$ cat src/rtl/irr_param_sync.sv
// Parametrised, clocked Interrupt Request Register for the 8259A datapath.
// Each IR line is synchronised, then latched per channel as edge- or
// level-triggered. Edge channels flag an overrun when a new edge arrives
// while the request is still pending. A fixed-priority encoder (IR0 highest)
// feeds the priority resolver.
module irr_param_sync #(
  parameter int NUM_IRQ     = 8,
  parameter int SYNC_STAGES = 2,
  parameter int IDX_W       = $clog2(NUM_IRQ)
) (
  input  logic               clk,
  input  logic               reset,
  input  logic [NUM_IRQ-1:0] sensitivityMode,
  input  logic [NUM_IRQ-1:0] peripheralInterrupts,
  input  logic [NUM_IRQ-1:0] clearInterruptRequest,
  input  logic [NUM_IRQ-1:0] clearOverrun,
  output logic [NUM_IRQ-1:0] interruptRequest,
  output logic [NUM_IRQ-1:0] overrun,
  output logic               anyRequest,
  output logic [IDX_W-1:0]   highestRequest
);

  logic [NUM_IRQ-1:0] sync_q [SYNC_STAGES];
  logic [NUM_IRQ-1:0] synced;
  logic [NUM_IRQ-1:0] prev;
  logic [NUM_IRQ-1:0] rise;
  logic [NUM_IRQ-1:0] irr_q;
  logic [NUM_IRQ-1:0] ovr_q;
  logic [NUM_IRQ-1:0] level_next;
  logic [NUM_IRQ-1:0] edge_next;
  logic [NUM_IRQ-1:0] irr_next;
  logic [NUM_IRQ-1:0] ovr_set;
  logic [NUM_IRQ-1:0] ovr_next;

  // Synchroniser chain: stage 0 samples the raw lines, last stage is 'synced'.
  always_ff @(posedge clk or posedge reset) begin
    if (reset) begin
      for (int k = 0; k < SYNC_STAGES; k++) begin
        sync_q[k] <= '0;
      end
    end else begin
      sync_q[0] <= peripheralInterrupts;
      for (int k = 1; k < SYNC_STAGES; k++) begin
        sync_q[k] <= sync_q[k-1];
      end
    end
  end

  assign synced = sync_q[SYNC_STAGES-1];

  // Edge history is tracked in both modes so a mode switch never fakes an edge.
  always_ff @(posedge clk or posedge reset) begin
    if (reset) begin
      prev <= '0;
    end else begin
      prev <= synced;
    end
  end

  assign rise = synced & ~prev;

  // A new edge beats a coincident clear; a level request only drops for the
  // single cycle its clear is asserted and comes back while the line is high.
  assign level_next = synced & ~clearInterruptRequest;
  assign edge_next  = rise | (irr_q & ~clearInterruptRequest);
  assign irr_next   = (sensitivityMode & level_next) | (~sensitivityMode & edge_next);

  // Overrun only arises on edge channels; setting beats clearing, and a
  // level channel keeps an old flag until software clears it.
  assign ovr_set  = ~sensitivityMode & rise & irr_q & ~clearInterruptRequest;
  assign ovr_next = ovr_set | (ovr_q & ~clearOverrun);

  // Request and overrun state registers.
  always_ff @(posedge clk or posedge reset) begin
    if (reset) begin
      irr_q <= '0;
      ovr_q <= '0;
    end else begin
      irr_q <= irr_next;
      ovr_q <= ovr_next;
    end
  end

  assign interruptRequest = irr_q;
  assign overrun          = ovr_q;
  assign anyRequest       = |irr_q;

  // Fixed priority: scan downwards so the lowest set index is the one left.
  always_comb begin
    highestRequest = '0;
    for (int i = NUM_IRQ - 1; i >= 0; i--) begin
      if (irr_q[i]) begin
        highestRequest = IDX_W'(i);
      end
    end
  end

endmodule

$ cat config.mk
export PLATFORM = sky130hd
export DESIGN_NAME = irr_param_sync
export DESIGN_NICKNAME = d
export VERILOG_FILES = /design/src/rtl/irr_param_sync.sv
export SDC_FILE = /design/constraint.sdc
export NUM_CORES = 1
export LEC_CHECK = 0
export ABC_AREA = 0
export CORE_AREA = 5 5 60 67
export DETAILED_ROUTE_END_ITERATION = 10
export DIE_AREA = 0 0 65 72
export PLACE_DENSITY = 0.91
export SLEW_MARGIN = 20
export SYNTH_ARGS = -nofsm -noshare
export SYNTH_HDL_FRONTEND = slang
export SYNTH_SLANG_ARGS = --single-unit
$ cat constraint.sdc
create_clock -name clk -period 2.6 [get_ports clk]
set_clock_uncertainty 0.05 [all_clocks]
set_input_delay 0.52 -clock clk [delete_from_list [all_inputs] [get_ports clk]]
set_output_delay 0.52 -clock clk [all_outputs]
set_load 0.02 [all_outputs]
==> results.md <==
* ANT cells at 0
* Core box area at 0.00328 sq mm
* Final Hold Viols at 0
* Clock latency at the later pin of the worst-skew pair at 0.35 ns
* # IOs at 54
* Synth-to-Final Area Change at 47.1%
* CTS Buffer Depth at 2
* DR WL/cell at 15.8 um
* Power Density at 609 mW/mm^2
* TritonCTS clock tree: built
* CTS hold repair buffers at 0
* First-pass GRT wire length at 5.23 mm
* Yosys warning count at 0
* TritonRoute pass-1 iters at 4
* Setup Viol. Count Final at 0
* Clk root buf: clkbuf_4
* FF/Latch Area at 0.00100 sq mm
* Largest family of logic cells by synthesized area: simple AND/OR/NAND/NOR gates
* Achievable Freq at 0.418 GHz
* Worst path bufs/invs at 1
* Post-CTS resize count at 0
* Leak Pwr at 0.926 nW
* Die width at 65 um
* Seq cells post-synth at 40
* Final #Nets at 203
* Detail Route Antenna Nets at 0
* Vias in the first global route at 1154
* Crit end category: output pin
* Drt drc at 0
* RePlAce Congestion at 0.721
* Share of cells above drive strength 1 at 7.06%
* Die H at 72 um
* Count of final max-slew check failures at 0
* Total GRT Usage at 14.9%
* Worst r2r src: interruptRequest[0]$_DFF_PP0_
* Detailed placement HPWL at 2.50 mm
* DR vias at 1032
* Clock-pin slew on the worst setup and hold paths at 0.12 ns
* CP max-delay cell: clkdlybuf4s50_1
* CTS Sinks at 40
* Worst slew pin tran at 0.478 ns
* Site Rows at 22
* Tcrit/Tclk final at 92.0%
* Post-synthesis compound-gate area fraction at 10.4%
* Die ar. at 0.00468 sq mm
* Syn nets at 142
* Synth Instances at 108
* H-tree depth at 2
* Commonest non-fill, non-tap cell in the layout: clkdlybuf4s50_1
* Status: finished clean
* Drt via density at 5.01
* Commonest non-fill, non-tap cells in the layout: clkdlybuf4s50_1 (50), dfrtp_1 (40), o21ai_0 (15)
* Worst vdd rail ir drop at 0.401 mV
* Data required, critical path at 2.03 ns
* Worst hold path type: flop to flop
* Overflow after GRT at 0
* Max_cap viols at 0
* Worst EP arrival at 1.82 ns
* Count of buffers from port buffering at 53
* Mux share of post-synthesis cell area at 3.51%
* Final instance area at 0.00209 sq mm
* Worst Setup SP: interruptRequest[5]$_DFF_PP0_
* Placed Area at 0.00201 sq mm
* Post-CTS repair timing setup buffer count at 0
* CP Max Fanout at 6
* Mapped Avg Cell Area at 13.2 sq um
* CP Cell Sequence: nor4_1, nand2_1, clkdlybuf4s50_1
* Post-synthesis sequential area ratio at 70.3%
* Largest delay share family, worst path: buffers and inverters
* Area of the mapped netlist at 0.00142 sq mm
* Initial Util at 43.5%
* Fin crit period at 2.39 ns
* RSZ-0062 raised after global routing: no
* CTS Buf Count at 5
* Startpoint types: flop
* Area of the multi-input gates at 385 sq um
* Post-synthesis simple-gate area fraction at 13.2%
* Largest net degree at the start of global routing at 41
* Drt first-iter violations at 23
* Kind of critical path: flop to output pin
* Max-slew headroom at 68.1%
* Drt total wl at 3.25 mm
* XOR/XNOR Fraction of Synth Area at 0%
* Synth cell types at 20
* Max incr delay on CP at 0.56 ns
* Initial antenna violation count at 0
* TNS Setup at 0 ns
* Hold path start: sync_q[8]$_DFF_PP0_
* Fillers at 247
* Post-Synth Adder-Cell Area at 0%
final timing paths:
path	end	slack, ns	cells after the start
max in group asynchronous	prev[2]$_DFF_PP0_	1.64	3
setup / recovery	anyRequest	0.21	3
hold / removal	synced[0]$_DFF_PP0_	0.31	0
setup reg to reg	overrun[0]$_DFF_PP0_	1.58	3
hold reg to reg	synced[0]$_DFF_PP0_	0.31	0
min in group asynchronous	synced[6]$_DFF_PP0_	0.52	3
metal layers:
metal	GRT usage, %	vias to the layer above	part of all wire [%]
met1	16.8	492	39
met2	24.5	40	51
met4	5.63	0	1.3
met3	6.81	5	8.9
met5	0	-	0
li1	-	495	-
report_power, final:
part	internal (mW)	switching [mW]	leakage [nW]
clock network	0.200	0.203	0.0412
registers	0.655	0.0311	0.491
logic	0.106	0.0801	0.394
total	0.961	0.314	0.926
stage by stage:
step	std cells	utilization, %	hold WS (ns)	total power [mW]	setup WS (ns)
after floorplan	108	-	0.281	0.767	0.667
after global placement	198	61.3	0.282	0.878	0.489
after detailed placement	198	61.3	0.287	0.888	0.461
after CTS	206	63.7	0.310	1.30	0.0463
after global routing	206	63.9	0.327	1.33	0.0673
final	206	63.9	0.307	1.28	0.207
cell type report:
| cell class | instances | area share (%) |
|---|---|---|
| clock buffer | 5 | 1.79 |
| clock inverter | 3 | 2.03 |
| inverter | 10 | 1.79 |
| multi-input combinational | 58 | 18.4 |
| sequential | 40 | 47.8 |
| tap | 36 | 2.15 |
| timing repair buffer | 54 | 26.0 |
worst register-to-register path, cell delays in order (launching register included):
cell	delay (ns)
dfrtp_1	0.48
nor3b_2	0.24
nand3b_1	0.09
o21ai_0	0.09
Yosys cell counts:
library cell,instances,share of area (%)
a211oi_1,1,0.53
a22o_2,1,0.70
nand2_1,1,0.26
inv_1,10,2.6
nor2b_1,5,2.2
mux2i_1,5,3.5
nand4b_1,7,4.3
o21ai_0,15,5.3
o21bai_1,1,0.53
dfrtp_1,40,70
nand2b_1,3,1.3
nor4_2,1,0.88
nand3b_1,1,0.53
nor3b_2,1,0.88
a22o_1,3,1.8
a21oi_1,1,0.35
o41ai_1,1,0.62
nor2_1,9,2.4
nor4_1,1,0.44
a21o_1,1,0.53
logic make-up (layout without fill, tap and decap cells):
kind of cell / count (synthesis) / after routing
buffers and inverters: 10 / 72
AO/OA/AOI/OAI: 24 / 24
flip-flops: 40 / 40
multiplexers: 5 / 5
AND/OR/NAND/NOR: 29 / 29
registers in the layout (all words and copies together) (netlist names):
register and count:
overrun 8, prev 8, synced 8, interruptRequest 8, sync_q 8
(Power assumes the default switching activity.)
